## config.mk

```make
export PLATFORM = sky130hd
export DESIGN_NAME = lcd_bus_arbiter
export DESIGN_NICKNAME = d
export VERILOG_FILES = /design/src/rtl/lcd_bus_arbiter.sv
export SDC_FILE = /design/constraint.sdc
export NUM_CORES = 1
export LEC_CHECK = 0
export BUFFER_PORTS_ARGS = -buffer_cell sky130_fd_sc_hd__buf_2
export CAP_MARGIN = 20
export CORE_ASPECT_RATIO = 2
export CORE_MARGIN = 1
export CORE_UTILIZATION = 25
export CTS_CLUSTER_DIAMETER = 120
export CTS_CLUSTER_SIZE = 25
export DETAILED_ROUTE_END_ITERATION = 6
export PLACE_DENSITY = 0.44
export SYNTH_ARGS = -nofsm -noshare
export SYNTH_HDL_FRONTEND = slang
export SYNTH_SLANG_ARGS = --single-unit
```

## constraint.sdc

```tcl
create_clock -name clk -period 3.45 [get_ports clk]
set_input_delay 0.345 -clock clk [delete_from_list [all_inputs] [get_ports clk]]
set_output_delay 0.345 -clock clk [all_outputs]
set_load 0.03 [all_outputs]
```

## src/rtl/lcd_bus_arbiter.sv

```systemverilog
// Power-up/init sequencer and round-robin, burst-locking byte-write arbiter
// for an 8-bit HD44780-style character LCD.
//
// state   | meaning
// --------+-------------------------------------------------------------
// POWERUP | panel power-up delay before the first init command
// IDLE    | arbitrating client requests (busy=0)
// SETUP   | rs/dat driven, enable low
// PULSE   | enable high
// HOLD    | enable low, rs/dat held
// WAIT    | command execution wait (clear/home take longer)
module lcd_bus_arbiter #(
  parameter int NUM_REQ   = 2,
  parameter int DATA_BITS = 8,
  parameter int T_POWERUP = 750000,
  parameter int T_SETUP   = 2,
  parameter int T_EN      = 24,
  parameter int T_HOLD    = 2,
  parameter int T_EXEC    = 2500,
  parameter int T_CLEAR   = 82000
) (
  input  logic                           clk,
  input  logic                           reset,
  input  logic [NUM_REQ-1:0]             req_valid,
  input  logic [NUM_REQ-1:0]             req_rs,
  input  logic [NUM_REQ*DATA_BITS-1:0]   req_data,
  input  logic [NUM_REQ-1:0]             req_last,
  output logic [NUM_REQ-1:0]             req_ready,
  output logic [2:0]                     grant_id,
  output logic                           init_done,
  output logic                           busy,
  output logic                           rs,
  output logic                           rw,
  output logic                           enable,
  output logic [DATA_BITS-1:0]           dat
);

  function automatic int max2(input int a, input int b);
    return (a > b) ? a : b;
  endfunction

  localparam int T_MAX = max2(max2(max2(T_POWERUP, T_SETUP), max2(T_EN, T_HOLD)),
                              max2(T_EXEC, T_CLEAR));
  localparam int CNT_W = $clog2(T_MAX + 1);

  typedef enum logic [2:0] {
    S_POWERUP,
    S_IDLE,
    S_SETUP,
    S_PULSE,
    S_HOLD,
    S_WAIT
  } state_t;

  state_t state, state_nxt;

  logic [CNT_W-1:0]     cnt;
  logic [CNT_W-1:0]     cnt_load;
  logic                 cnt_tc;
  logic [2:0]           ptr;
  logic [2:0]           lock_id;
  logic                 lock_vld;
  logic [1:0]           init_idx;

  logic [7:0]           valid_pad;
  logic [7:0]           rs_pad;
  logic [7:0]           last_pad;
  logic [7:0]           ready_pad;
  logic [DATA_BITS-1:0] data_arr [8];

  logic                 gnt_any;
  logic [2:0]           gnt_idx;
  logic                 take;
  logic                 is_clear;
  logic                 init_last;

  function automatic logic [2:0] wrap_add(input logic [2:0] base, input int off);
    int s;
    s = int'(base) + off;
    if (s >= NUM_REQ) s = s - NUM_REQ;
    return s[2:0];
  endfunction

  function automatic logic [DATA_BITS-1:0] init_byte(input logic [1:0] idx);
    case (idx)
      2'd0:    return DATA_BITS'(8'h38);
      2'd1:    return DATA_BITS'(8'h06);
      2'd2:    return DATA_BITS'(8'h0C);
      default: return DATA_BITS'(8'h01);
    endcase
  endfunction

  // Widen per-client inputs to the 8-client maximum so a 3-bit index is always legal.
  always_comb begin
    valid_pad = '0;
    rs_pad    = '0;
    last_pad  = '0;
    valid_pad[NUM_REQ-1:0] = req_valid;
    rs_pad[NUM_REQ-1:0]    = req_rs;
    last_pad[NUM_REQ-1:0]  = req_last;
    for (int i = 0; i < 8; i++) data_arr[i] = '0;
    for (int i = 0; i < NUM_REQ; i++) data_arr[i] = req_data[i*DATA_BITS +: DATA_BITS];
  end

  // Reverse scan so the lowest offset from ptr wins.
  always_comb begin
    gnt_any = 1'b0;
    gnt_idx = '0;
    if (lock_vld) begin
      gnt_any = valid_pad[lock_id];
      gnt_idx = lock_id;
    end else begin
      for (int k = NUM_REQ - 1; k >= 0; k--) begin
        if (valid_pad[wrap_add(ptr, k)]) begin
          gnt_any = 1'b1;
          gnt_idx = wrap_add(ptr, k);
        end
      end
    end
  end

  assign take      = (state == S_IDLE) && init_done && gnt_any;
  assign ready_pad = take ? (8'b1 << gnt_idx) : 8'b0;
  assign req_ready = ready_pad[NUM_REQ-1:0];
  assign busy      = (state != S_IDLE);
  assign rw        = 1'b0;
  assign cnt_tc    = (cnt == '0);
  assign is_clear  = !rs && ((dat == DATA_BITS'(1)) || (dat == DATA_BITS'(2)));
  assign init_last = (init_idx == 2'd3);

  always_ff @(posedge clk) begin
    if (!reset) state <= S_POWERUP;
    else        state <= state_nxt;
  end

  always_comb begin
    state_nxt = state;
    case (state)
      S_POWERUP: if (cnt_tc) state_nxt = S_SETUP;
      S_IDLE:    if (take)   state_nxt = S_SETUP;
      S_SETUP:   if (cnt_tc) state_nxt = S_PULSE;
      S_PULSE:   if (cnt_tc) state_nxt = S_HOLD;
      S_HOLD:    if (cnt_tc) state_nxt = S_WAIT;
      S_WAIT: begin
        if (cnt_tc) begin
          if (!init_done && !init_last) state_nxt = S_SETUP;
          else                          state_nxt = S_IDLE;
        end
      end
      default:   state_nxt = S_POWERUP;
    endcase
  end

  always_comb begin
    cnt_load = '0;
    case (state_nxt)
      S_POWERUP: cnt_load = CNT_W'(T_POWERUP - 1);
      S_SETUP:   cnt_load = CNT_W'(T_SETUP - 1);
      S_PULSE:   cnt_load = CNT_W'(T_EN - 1);
      S_HOLD:    cnt_load = CNT_W'(T_HOLD - 1);
      S_WAIT:    cnt_load = is_clear ? CNT_W'(T_CLEAR - 1) : CNT_W'(T_EXEC - 1);
      default:   cnt_load = '0;
    endcase
  end

  always_ff @(posedge clk) begin
    if (!reset) begin
      cnt       <= CNT_W'(T_POWERUP - 1);
      ptr       <= '0;
      lock_vld  <= 1'b0;
      lock_id   <= '0;
      init_idx  <= '0;
      init_done <= 1'b0;
      grant_id  <= '0;
      rs        <= 1'b0;
      dat       <= '0;
      enable    <= 1'b0;
    end else begin
      enable <= (state_nxt == S_PULSE);

      if (state_nxt != state) cnt <= cnt_load;
      else if (!cnt_tc)       cnt <= cnt - CNT_W'(1);

      if ((state == S_POWERUP) && cnt_tc) begin
        rs       <= 1'b0;
        dat      <= init_byte(2'd0);
        init_idx <= 2'd0;
      end

      if (take) begin
        rs       <= rs_pad[gnt_idx];
        dat      <= data_arr[gnt_idx];
        grant_id <= gnt_idx;
        if (last_pad[gnt_idx]) begin
          lock_vld <= 1'b0;
          ptr      <= wrap_add(gnt_idx, 1);
        end else begin
          lock_vld <= 1'b1;
          lock_id  <= gnt_idx;
        end
      end

      if ((state == S_WAIT) && cnt_tc && !init_done) begin
        if (init_last) begin
          init_done <= 1'b1;
        end else begin
          init_idx <= init_idx + 2'd1;
          rs       <= 1'b0;
          dat      <= init_byte(init_idx + 2'd1);
        end
      end
    end
  end

endmodule
```

==> Word-level counts from Yosys, hierarchy flattened <==
Index checks and enable logic that the tools add are counted.
{ "classes": {"n_addsub": 7, "n_lt_le_gt_ge": 8, "n_eq_ne": 17, "n_shift": 1, "mux": 50, "bitwise_logic": 2, "reduce_logical": 19} }
{ "ops": {"columns": ["operator", "n"], "rows": [
  ["case mux 20 bit (4 select lines)", 1],
  ["2-to-1 mux 8 bit", 6],
  ["2-to-1 mux 3 bit", 14],
  ["2-to-1 mux 20 bit", 2],
  ["binary-select mux 8 bit (select 3 bit)", 1],
  ["logical NOT 20 bit", 1],
  ["subtractor 20 x 1 -> 20 bit (second input constant)", 1],
  ["case mux 3 bit (6 select lines)", 1],
  ["case mux 6 bit (3 select lines)", 1],
  ["2-to-1 mux 17 bit", 1],
  ["less-than comparator 3 x 4 -> 1 bit (second input constant)", 4],
  ["binary-select mux 1 bit (select 3 bit)", 5],
  ["2-to-1 mux 1 bit", 13],
  ["== test 3 x 2 -> 1 bit (second input constant)", 4],
  ["== test 3 bit (second input constant)", 4],
  ["2-to-1 mux 2 bit", 5],
  ["subtractor 3 x 2 -> 3 bit (second input constant)", 3],
  ["adder 3 x 1 -> 4 bit (second input constant)", 2],
  ["== test 8 x 1 -> 1 bit (second input constant)", 1],
  ["== test 8 x 2 -> 1 bit (second input constant)", 1],
  ["greater-or-equal comparator 4 x 2 -> 1 bit (second input constant)", 2],
  ["logical AND 1 bit", 7],
  ["logical NOT 3 bit", 2],
  ["AND reduction 2 bit", 3],
  ["other kinds (16)", 19]
]} }
{ "word_totals": {"register_bits": 46, "inputBits": 24, "out_inout_bits": 18, "word_cells": 115} }

==> Logic depth before layout (Yosys ltp) <==
Gate-level depths: netlist of run 1.
{ "depth": {"word_depth": 16, "ltp_mapped": 14, "ltp_nobuf": 13} }

==> Worst setup path after synthesis of run 1 <==
No wires, ideal clock.
{ "synth_timing": {"kind": "register to register", "startpoint": "register ptr[0]", "endpoint": "register ptr[1]", "setup_time_ns": 0.071, "arrival_time_ns": 2.872, "t_required_ns": 3.379, "path_slack_ns": 0.507, "stages_incl_launch_ff": 10, "path_buffers": 1, "synth_period_minus_slack_ns": 2.943, "path_cell_list": "dfxtp_1 ha_1 nor3_1 nor4_1 a221oi_2 clkbuf_1 inv_1 ha_1 or4_1 a21oi_1"} }
{ "synth_via": {"elab_chain_cells": 12, "elab_cells_between_ends": 27, "cone_classes": "add/sub: 5; order compare: 3; mux: 17; reduce/logical: 2"} }
{ "synth_lines": {"columns": ["element", "line", "source"], "rows": [
  ["from (decl)", "60", "logic [2:0] ptr;"],
  ["from (signal assigned)", "196", "ptr <= wrap_add(gnt_idx, 1);"],
  ["adder 3 x 1 -> 4 bit", "79", "s = int'(base) + off;"],
  ["greater-or-equal comparator 4 x 2 -> 1 bit or subtractor 3 x 2 -> 3 bit (tied branches)", "80", "if (s >= NUM_REQ) s = s - NUM_REQ;"],
  ["2-to-1 mux 3 bit", "80", null],
  ["2-to-1 mux 3 bit", "109", "if (lock_vld) begin"],
  ["binary-select mux 1 bit (select 3 bit)", "114", "if (valid_pad[wrap_add(ptr, k)]) begin"],
  ["2-to-1 mux 1 bit (implied by the code)", "114", null],
  ["2-to-1 mux 3 bit", "114", null],
  ["2-to-1 mux 3 bit *", "114", null],
  ["2-to-1 mux 3 bit *", "109", null],
  ["via gnt_idx[0]", "72", "logic [2:0] gnt_idx;"],
  ["adder 3 x 1 -> 4 bit or binary-select mux 1 bit (select 3 bit) (tied branches)", "79, 194", null],
  ["greater-or-equal comparator 4 x 2 -> 1 bit, or another cell as far along", "80", null],
  ["2-to-1 mux 3 bit or AND reduction 2 bit (tied branches)", null, null]
]} }
Mark *: on every way through the listed nets, which the timed path passes. The rest lies on a longest branch. The select of a mux whose other input is x is not followed.
A chain may end at the register's enable or synchronous reset.

==> Final worst setup path of run 1 <==
{ "layout_timing": {"startpoint": "register ptr[0]", "endpoint": "output req_ready[1]"} }
{ "layout_via": {"elab_chain_cells": 11, "elab_cells_between_ends": 22, "cone_classes": "add/sub: 3; order compare: 2; shift: 1; mux: 15; reduce/logical: 1"} }
{ "layout_lines": {"columns": ["element", "line", "source"], "rows": [
  ["adder 3 x 1 -> 4 bit", "79", null],
  ["greater-or-equal comparator 4 x 2 -> 1 bit or subtractor 3 x 2 -> 3 bit (tied branches)", "80", null],
  ["2-to-1 mux 3 bit", "80", null],
  ["2-to-1 mux 3 bit", "109", null],
  ["binary-select mux 1 bit (select 3 bit)", "114", null],
  ["2-to-1 mux 1 bit (implied by the code)", "114", null],
  ["2-to-1 mux 3 bit or 2-to-1 mux 1 bit (tied branches) (2 in series)", "114", null],
  ["2-to-1 mux 3 bit or 2-to-1 mux 1 bit (tied branches)", "109", null],
  ["<< shifter 1 x 3 -> 2 bit or logical AND 1 bit (tied branches)", "123, 122", null],
  ["2-to-1 mux 2 bit *", "123", "assign ready_pad = take ? (8'b1 << gnt_idx) : 8'b0;"],
  ["to (decl)", "28", "output logic [NUM_REQ-1:0] req_ready,"]
]} }
Every way passes the cells marked *; elsewhere a longest branch is shown, timed or not. The select of a mux whose other input is x is not followed.

==> impl_results.md, run 1 <==
* Layout cell share with drive strength beyond 1 at 0.205
* MaxCap Viol Count at 0
* Clock Latency Late Sink at 0.30 ns
* Final Hold Fails at 0
* F_max at 322 MHz
* Fin cells at 515
* CP endpoint kind: primary output
* Largest net degree at the start of global routing at 25
* Yosys Warn Count at 0
* Clock skew at approximately 0.0076 ns
* Main synth FF type: dfxtp_1
* Routed vias at approximately 2,600
* Final global-route overflow total at 0
* Critical Path AT at 2.76 ns
* Drt total wl at 8.63 mm
* Max-slew headroom at 0.467
* Unique masters post-synth at 65
* Placer congestion estimate at 0.878
* Clk slew on worst S/H paths at 0.07 ns
* Post-synth EDFFs at 0
* Most frequent cells in the layout: dfxtp_1 (46), buf_2 (40), nand2_1 (28), nor2_1 (23), a21oi_1 (22)
* All-Layer GR Usage at 0.151
* Core ar. at around 11,000 um2
* ANT nets after route at 0
* Unrepaired setup endpoints after global routing: no
* Pwr per Cell Area at 345 nW/um2
* Final core occ at 0.306
* Tmin final at 3.11 ns
* Fin crit share at 0.901
* Crit path launch: ptr[0]
* Die H at 153 um
* I/O Buffers at 40
* Worst reg2reg path depth at 7
* Routed vias/inst at between 5 and 6
* Post-Syn Nets at 367
* CTS tree: done
* Fin nets at 407
* Post-synthesis area per instance at 8.53 um2
* CP Max Fanout at 13
* Number of fillers in the final layout at 1,164
* VDD IR-drop max at 0.174 mV
* Die area at roughly 12,000 um2
* Synth Cell Area at 2850 um2
* Reg2reg start: cnt[9]
* RR Endpoint: cnt[0]
* Initial DRC count at 145
* Number of global-route vias before repair at 2,587
* First-pass GRT wire length at 13.7 mm
* Fin. max-slew vios at 0
* Dpl hpwl at approximately 6.7 mm
* Drt pass-1 iters at 4
* HP Class: primary input to flop
* Critical path class: flop to primary output
* Clk sink count at 46
* Req. time, crit path at 3.11 ns
* # diodes at 0
* FFs w/ async S/R, synth at 0
* Clock buffer count from CTS at 5
* Drt drc at 0
* Setup TNS at 0 ns
* Lkg Pwr at between 1 and 1.5 nW
* WL/cell at 16.8 um
* Worst-Margin Slew at 0.793 ns
* Num ports at 42
* Outcome: finished, final reports clean
* Hold Buf Count CTS at 0
* R2r setup slk at 0.62 ns
* Post-CTS Setup Bufs at 0
* Clk buf depth at 2
* H-tree levels at 2
* Width of the die at between 70 and 80 um
* Most common cell after layout, fill and taps aside: dfxtp_1
* Startpoint types: flop
* #FFs+latches synth at 46
* Worst setup endpoint: req_ready[1]
* Antenna violations before repair at 0
* Starting density of the core at 0.259
* Post-synthesis sequential area ratio at 0.323
* Syn Inst Count at 334
* Area growth syn-to-layout at 18.3%
* Rows at 54
* Root Driver: clkbuf_16
* Final setup viols at 0
* Placed cell count at 507
* Post_cts resized at 0
[synth_stat cells (2+ instances only)]
| master | count | area (um2) |
|---|---|---|
| nor3_1 | 14 | 70.1 |
| clkbuf_1 | 10 | 37.5 |
| and3_1 | 2 | 12.5 |
| nor2b_1 | 2 | 12.5 |
| nand4_1 | 2 | 12.5 |
| nand3_1 | 11 | 55.1 |
| a21boi_0 | 3 | 22.5 |
| buf_6 | 3 | 33.8 |
| a21oi_1 | 22 | 110 |
| nor3b_1 | 3 | 22.5 |
| o211a_1 | 3 | 30.0 |
| o21a_1 | 4 | 30.0 |
| a221oi_1 | 2 | 17.5 |
| nor4_1 | 8 | 50.1 |
| buf_2 | 2 | 10.0 |
| mux2_2 | 7 | 78.8 |
| nand2b_1 | 6 | 37.5 |
| nand2_1 | 28 | 105 |
| xnor2_1 | 11 | 96.3 |
| or3_1 | 2 | 12.5 |
| mux2i_1 | 9 | 90.1 |
| dfxtp_1 | 46 | 921 |
| o311a_1 | 2 | 20.0 |
| ha_1 | 9 | 113 |
| or4_1 | 3 | 22.5 |
| xor2_1 | 8 | 70.1 |
| inv_1 | 17 | 63.8 |
| o311ai_0 | 5 | 43.8 |
| o21ai_0 | 16 | 80.1 |
| o211ai_1 | 6 | 45.0 |
| a31oi_1 | 9 | 56.3 |
| nor2_1 | 23 | 86.3 |
| or4b_1 | 2 | 20.0 |
| a211oi_1 | 3 | 22.5 |
[how the worst min path moves through the flow]
stage                start           to  slack, ns  cells past startpoint
2_1_floorplan  req_last[1]       ptr[0]       0.45                      1
4_1_cts        req_last[1]       ptr[0]       0.30                      2
3_3_place_gp   grant_id[1]  grant_id[1]       0.47                      1
5_1_grt        req_last[1]       ptr[0]       0.31                      2
3_5_place_dp   grant_id[1]  grant_id[1]       0.47                      1
6_report       req_last[1]       ptr[0]       0.30                      2
[cell families after synthesis]
group	synth area share
xor gates and xnor gates	0.0584
adders and majority gates	0.0395
muxes	0.0593
DFF	0.323
buffers and inverters	0.0536
and+or+nand+nor	0.235
other	0.00132
AOI/OAI and AO/OA	0.230
[through the flow]
stage / setup WS, ns / power [mW] / instance area (um2) / hold slack, ns
2_1_floorplan: 0.507 / 0.590 / 2850 / 0.452
3_3_place_gp: 0.604 / 0.615 / 3200 / 0.465
3_5_place_dp: 0.588 / 0.616 / 3200 / 0.466
4_1_cts: 0.332 / 1.18 / 3370 / 0.304
5_1_grt: 0.162 / 1.21 / 3370 / 0.309
6_report: 0.341 / 1.16 / 3370 / 0.297
[flip-flops by register name (all words and copies together) (netlist names)]
register / count
cnt: 20
ptr: 3
lock_vld: 1
state: 3
lock_id: 3
init_idx: 2
enable: 1
dat: 8
rs: 1
init_done: 1
grant_id: 3
[routing by layer]
| metal | GRT usage | vias up | part of all wire |
|---|---|---|---|
| li1 | - | 1310 | - |
| met1 | 0.137 | 1274 | 0.35 |
| met2 | 0.321 | 49 | 0.61 |
| met3 | 0.0149 | 12 | 0.020 |
| met4 | 0.0602 | 0 | 0.022 |
| met5 | 0 | - | 0 |
[worst max-delay path: stages (launching register included)]
cell      delay (ns)
dfxtp_1         0.51
ha_1            0.33
nand2b_1        0.16
a211o_1         0.30
o21ai_0         0.21
nand2_1         0.34
buf_4           0.31
nor2_1          0.10
buf_2           0.20
[power breakdown]
group | internal, mW | total [mW] | switching, mW
Clock | 0.343 | 0.560 | 0.218
Combinational | 0.0308 | 0.0654 | 0.0347
Sequential | 0.534 | 0.537 | 0.00339
[final cells by class]
type	instances	area, um2	share of cell area
clock inverter	2	37.5	0.0111
clock buffer	6	129	0.0382
sequential	46	921	0.273
multi-input combinational	255	1780	0.527
timing repair buffer	49	268	0.0795
tap	140	175	0.0520
inverter	17	63.8	0.0189
(Power assumes the default switching activity.)
==> inputs of run 2 (changes only) <==
- CORE_ASPECT_RATIO: 2 -> 0.8
==> run 2 against run 1 <==
Net effect: global-route usage fell by 1.5 points; flip-flop and latch count is the same; utilization is 0.10 points lower; sequential power hardly changed; largest cell class unchanged; total power is 0.19% lower; worst hold slack lost 0.0018 ns; non-clock buffer count down 4; clock skew fell by 0.0010 ns; die area fell by 0.20%; setup slack better by 0.24 ns; first-iteration DRC count is 6.9% lower; register-to-register slack barely moved.
==> impl_results.md, run 2 (synthesis gave the netlist of run 1 again) <==
* Tmin final at 2.87 ns (-0.241 ns)
* Clk sink count at 46 (unchanged)
* Core ar. at 11,000 um2 (-0.34%)
* Drt pass-1 iters at 4 (unchanged)
* Die area at 11,800 um2 (-0.20%)
* Number of fillers in the final layout at 1,173 (+0.77%)
* Routed vias/inst at 5.08 (-1.1%)
* Hold Path Depth at 2 (unchanged)
* Final instance area at 3350 um2 (-0.67%)
* F_max at 349 MHz (+8.4%)
* Area growth syn-to-layout at 17.5%
* Unrepaired setup endpoints after global routing: no
* Antenna violations before repair at 0 (unchanged)
* Dpl hpwl at 5.76 mm (-14%)
* Fin nets at 403 (-0.98%)
* Fin crit share at 0.831 (-0.0699)
* Largest net degree at the start of global routing at 25 (unchanged)
* Fin. max-slew vios at 0 (unchanged)
* Pwr per Cell Area at 347 nW/um2 (+0.49%)
* Critical Path AT at 2.52 ns (-0.24 ns)
* HP Class: primary input to flop
* Routed vias at 2,611 (-1.3%)
* Layout cell share with drive strength beyond 1 at 0.197 (-0.00804)
* Outcome: finished, final reports clean
* # diodes at 0 (unchanged)
* Die H at 97.5 um (-36%)
* Num ports at 42 (unchanged)
* MaxCap Viol Count at 0 (unchanged)
* Final setup viols at 0 (unchanged)
* Clk slew on worst S/H paths at 0.06 ns (about the same)
* Placed cell count at 507 (unchanged)
* Final worst slack at 0.582 ns (+0.241 ns)
* Register bank with the most flops: cnt
* Clock buffer count from CTS at 5 (unchanged)
* I/O Buffers at 40 (unchanged)
* Most common cell after layout, fill and taps aside: dfxtp_1
* Hold Buf Count CTS at 0 (unchanged)
* Post-layout power at 1.16 mW (-0.19%)
* Rows at 34 (-37%)
* Fin cells at 514 (-0.19%)
* CP endpoint kind: primary output
* Setup TNS at 0 ns (unchanged)
* Worst-Margin Slew at 0.820 ns (+0.0273 ns)
* Initial DRC count at 135 (-6.9%)
* Root Driver: clkbuf_16
* Placer congestion estimate at 0.824 (-6.2%)
* Clock skew at 0.00658 ns (-0.00101 ns)
* VDD IR-drop max at 0.166 mV (-4.7%)
* Final global-route overflow total at 0 (unchanged)
* Clock Latency Late Sink at 0.29 ns (about the same)
* Req. time, crit path at 3.11 ns (about the same)
* Clk buf depth at 2 (unchanged)
* Final Hold Fails at 0 (unchanged)
* Critical path class: flop to primary output
* First-pass GRT wire length at 12.9 mm (-6.3%)
* Worst reg2reg path depth at 6 (-1)
* Width of the die at 121 um (+57%)
* Number of global-route vias before repair at 2,532 (-2.1%)
* Top Registers: cnt: 20 flops, dat: 8 flops
* All-Layer GR Usage at 0.136 (-0.0149)
* Drt total wl at 7.62 mm (-12%)
* ANT nets after route at 0 (unchanged)
* Max-slew headroom at 0.448 (-0.0184)
* Post_cts resized at 0 (unchanged)
* Startpoint types: flop
* Placed Area at 3180 um2 (-0.78%)
* WL/cell at 14.8 um (-11%)
* Max reg flops at 20 (unchanged)
* Post-CTS Setup Bufs at 0 (unchanged)
* Most frequent cells in the layout: dfxtp_1 (46), buf_2 (40), nand2_1 (28), nor2_1 (23), a21oi_1 (22)
* Drt drc at 0 (unchanged)
* CTS tree: done
* Lkg Pwr at 1.28 nW (-0.93%)
* Place WS at 0.626 ns (+0.0380 ns)
* H-tree levels at 2 (unchanged)
* Starting density of the core at 0.260 (+0.000885)
* CP Max Fanout at 21 (+8)
==> run 2: area by class of cell <==
cell class	instances	area, um2	share of cell area
Timing Repair Buffer	45	238	0.0710
Inverter	17	63.8	0.0191
Clock buffer	6	139	0.0415
Tap cell	144	180	0.0538
Sequential cell	46	921	0.275
Clock inverter	1	30.0	0.00897
Multi-Input combinational cell	255	1780	0.530
==> run 2: per-layer routing <==
| layer | up-vias | GRT usage | part of all wire |
|---|---|---|---|
| li1 | 1306 | - | - |
| met1 | 1250 | 0.201 | 0.52 |
| met2 | 46 | 0.201 | 0.44 |
| met3 | 9 | 0.0241 | 0.036 |
| met4 | 0 | 0.0342 | 0.011 |
| met5 | - | 0 | 0 |
==> run 2: worst max-delay path, cell delays in order (launching register included) <==
cell,delay [ns]
dfxtp_1,0.51
ha_1,0.33
nand2b_1,0.16
a211o_1,0.31
o21ai_0,0.21
nand2_1,0.08
buf_4,0.23
nor2_1,0.19
buf_2,0.23
==> run 2: power by group <==
group          switching, mW  internal (mW)  total (mW)  leakage [nW]
Clock                  0.201          0.358       0.559        0.0829
Combinational         0.0336         0.0309      0.0645         0.827
Sequential           0.00342          0.534       0.537         0.371
Total                  0.238          0.923        1.16          1.28
==> run 2: final timing paths <==
path	startpoint	slack, ns	to
worst min register to register	grant_id[2]	0.48	grant_id[2]
worst min-delay path	req_last[1]	0.30	ptr[0]
worst max register to register	cnt[9]	0.63	cnt[11]
worst max-delay path	ptr[0]	0.58	req_ready[0]
==> run 2: metrics by stage <==
| step | hold WS (ns) | util |
|---|---|---|
| detailed placement | 0.467 | 0.290 |
| global route | 0.307 | 0.305 |
| floorplan | 0.452 | - |
| global placement | 0.465 | 0.290 |
| finish | 0.295 | 0.305 |
| CTS | 0.292 | 0.305 |
==> inputs of run 3 (changes only) <==
- clock period: 3.45 -> 2.7 ns (I/O delays scaled with it)
==> run 3 against run 2 <==
Net effect: routed wire length increased by 6.9%; flip-flop and latch count unchanged; combinational power increased by 44%; register-to-register slack got worse by 0.48 ns; non-clock buffer count increased by 22; clock power increased by 14%; critical endpoint is now cnt[1]; sequential power increased by 28%; final area increased by 5.8%; sequential share of layout area decreased by 1.4 points; first-iteration DRC count increased by 41%; global-route usage increased by 1.1 points; critical path depth unchanged.
==> impl_results.md, run 3 (synthesis gave the netlist of run 1 again) <==
* Outcome: finished, final reports clean
* WL/cell at 15.2 um (+2.3%)
* Area growth syn-to-layout at 24.2%
* Fin crit share at 0.944
* Starting density of the core at 0.260 (unchanged)
* Worst hold slack at 0.220 ns (-0.0747 ns)
* Startpoint types: flop
* I/O Buffers at 40 (unchanged)
* Placer congestion estimate at 0.843 (+2.3%)
* Clk buf depth at 2 (unchanged)
* Clock Latency Late Sink at 0.29 ns (about the same)
* Number of global-route vias before repair at 2,615 (+3.3%)
* Final instance area at 3540 um2 (+5.8%)
* # diodes at 0 (unchanged)
* R2r setup slk at 0.15 ns (-0.48 ns)
* Fin. max-slew vios at 0 (unchanged)
* Drt total wl at 8.14 mm (+6.9%)
* Unrepaired setup endpoints after global routing: no
* Critical Path AT at 2.73 ns (+0.21 ns)
* Clk slew on worst S/H paths at 0.07 ns (about the same)
* Top Registers: cnt: 20 flops, dat: 8 flops
* Max-slew headroom at 0.563 (+0.114)
* Most common cell after layout, fill and taps aside: dfxtp_1
* Lkg Pwr at 1.38 nW (+7.8%)
* CTS tree: done
* Width of the die at 121 um (unchanged)
* Reg2reg start: cnt[0]
* Final setup viols at 0 (unchanged)
* CP Max Fanout at 5 (-76%)
* Place WS at 0.0900 ns (-0.536 ns)
* ANT nets after route at 0 (unchanged)
* Num ports at 42 (unchanged)
* Drt drc at 0 (unchanged)
* All-Layer GR Usage at 0.148 (+0.0114)
* Root Driver: clkbuf_16
* Layout cell share with drive strength beyond 1 at 0.267 (+0.0699)
* MaxCap Viol Count at 0 (unchanged)
* Worst reg2reg path depth at 8 (+2)
* RR Endpoint: cnt[1]
* H-tree levels at 2 (unchanged)
* Final global-route overflow total at 0 (unchanged)
* Clock buffer count from CTS at 5 (unchanged)
* Die H at 97.5 um (unchanged)
* CP endpoint kind: flop
* Largest net degree at the start of global routing at 24 (-4.0%)
* VDD IR-drop max at 0.195 mV (+17%)
* Dpl hpwl at 6.24 mm (+8.2%)
* Final Hold Fails at 0 (unchanged)
* HP Class: primary input to flop
* Hold Path Depth at 2 (unchanged)
* Tmin final at 2.55 ns
* Register bank with the most flops: cnt
* Max reg flops at 20 (unchanged)
* Rows at 34 (unchanged)
* Most frequent cells in the layout: dfxtp_1 (45), buf_2 (40), nand2_1 (27), buf_4 (26)
* Hold Buf Count CTS at 0 (unchanged)
* First-pass GRT wire length at 13.9 mm (+7.8%)
* Die area at 11,800 um2 (unchanged)
* Antenna violations before repair at 0 (unchanged)
* Routed vias/inst at 5.02 (-1.2%)
* Core ar. at 11,000 um2 (unchanged)
* Drt pass-1 iters at 4 (unchanged)
* Hold path start: req_last[1]
* Pwr per Cell Area at 400 nW/um2 (+15%)
* F_max at 392 MHz
* Worst-Margin Slew at 0.653 ns (-0.167 ns)
* Clk sink count at 46 (unchanged)
* Post-layout power at 1.41 mW (+22%)
* Fin nets at 425 (+5.5%)
* Critical path class: flop to flop
* Setup TNS at 0 ns (unchanged)
* Placed Area at 3350 um2 (+5.5%)
* Initial DRC count at 191 (+41%)
* Final worst slack at 0.151 ns (-0.432 ns)
* Hold Crit Endpoint: ptr[0]
* Routed vias at 2,696 (+3.3%)
* Clock skew at 0.00530 ns (-0.00128 ns)
* Req. time, crit path at 2.88 ns (-0.23 ns)
run 3: worst max-delay path, cell delays in order (launching register included):
cell     delay [ns]
dfxtp_1        0.34
inv_1          0.07
ha_1           0.21
or4b_1         0.48
buf_4          0.18
nor3_2         0.25
nand2_1        0.19
or3_1          0.35
a311o_1        0.36
run 3: what timing repair did:
item	in CTS	in global routing
setup endpoints to repair	1	15
buffers inserted	0	1
resized for setup	1	9
pin swaps	0	1
run 3: power by group:
| part | switching (mW) | leakage, nW | internal (mW) | total (mW) |
|---|---|---|---|---|
| logic | 0.0471 | 0.936 | 0.0456 | 0.0926 |
| registers | 0.00394 | 0.372 | 0.681 | 0.685 |
| clock network | 0.270 | 0.0729 | 0.367 | 0.637 |
run 3: worst max-delay path by stage:
stage / startpoint / to / slack [ns] / cells after the start
6_report: cnt[0] / cnt[1] / 0.15 / 8
5_1_grt: ptr[0] / cnt[4] / 0.01 / 8
4_1_cts: ptr[0] / req_ready[0] / 0.04 / 7
3_5_place_dp: req_valid[0] / ptr[1] / 0.09 / 12
3_3_place_gp: ptr[0] / lock_id[0] / 0.13 / 9
2_1_floorplan: ptr[1] / ptr[1] / 0.02 / 10
run 3: through the flow:
| step | std cells | util |
|---|---|---|
| 2_1_floorplan | 334 | - |
| 3_3_place_gp | 528 | 0.306 |
| 3_5_place_dp | 528 | 0.306 |
| 4_1_cts | 536 | 0.320 |
| 5_1_grt | 537 | 0.323 |
| 6_report | 537 | 0.323 |
run 3: layout make-up:
cell class,instances,area [um2]
Fill cell,1177,7440
Inverter,17,63.8
Clock buffer,6,139
Sequential cell,46,925
Multi-Input combinational cell,255,1810
Timing Repair Buffer,67,407
Tap cell,144,180
Clock inverter,2,12.5
run 3: layer usage:
layer / GRT usage / wire length, um
met1: 0.217 / 4310
met3: 0.0282 / 207
met5: 0 / 0
met4: 0.0399 / 71
met2: 0.215 / 3550
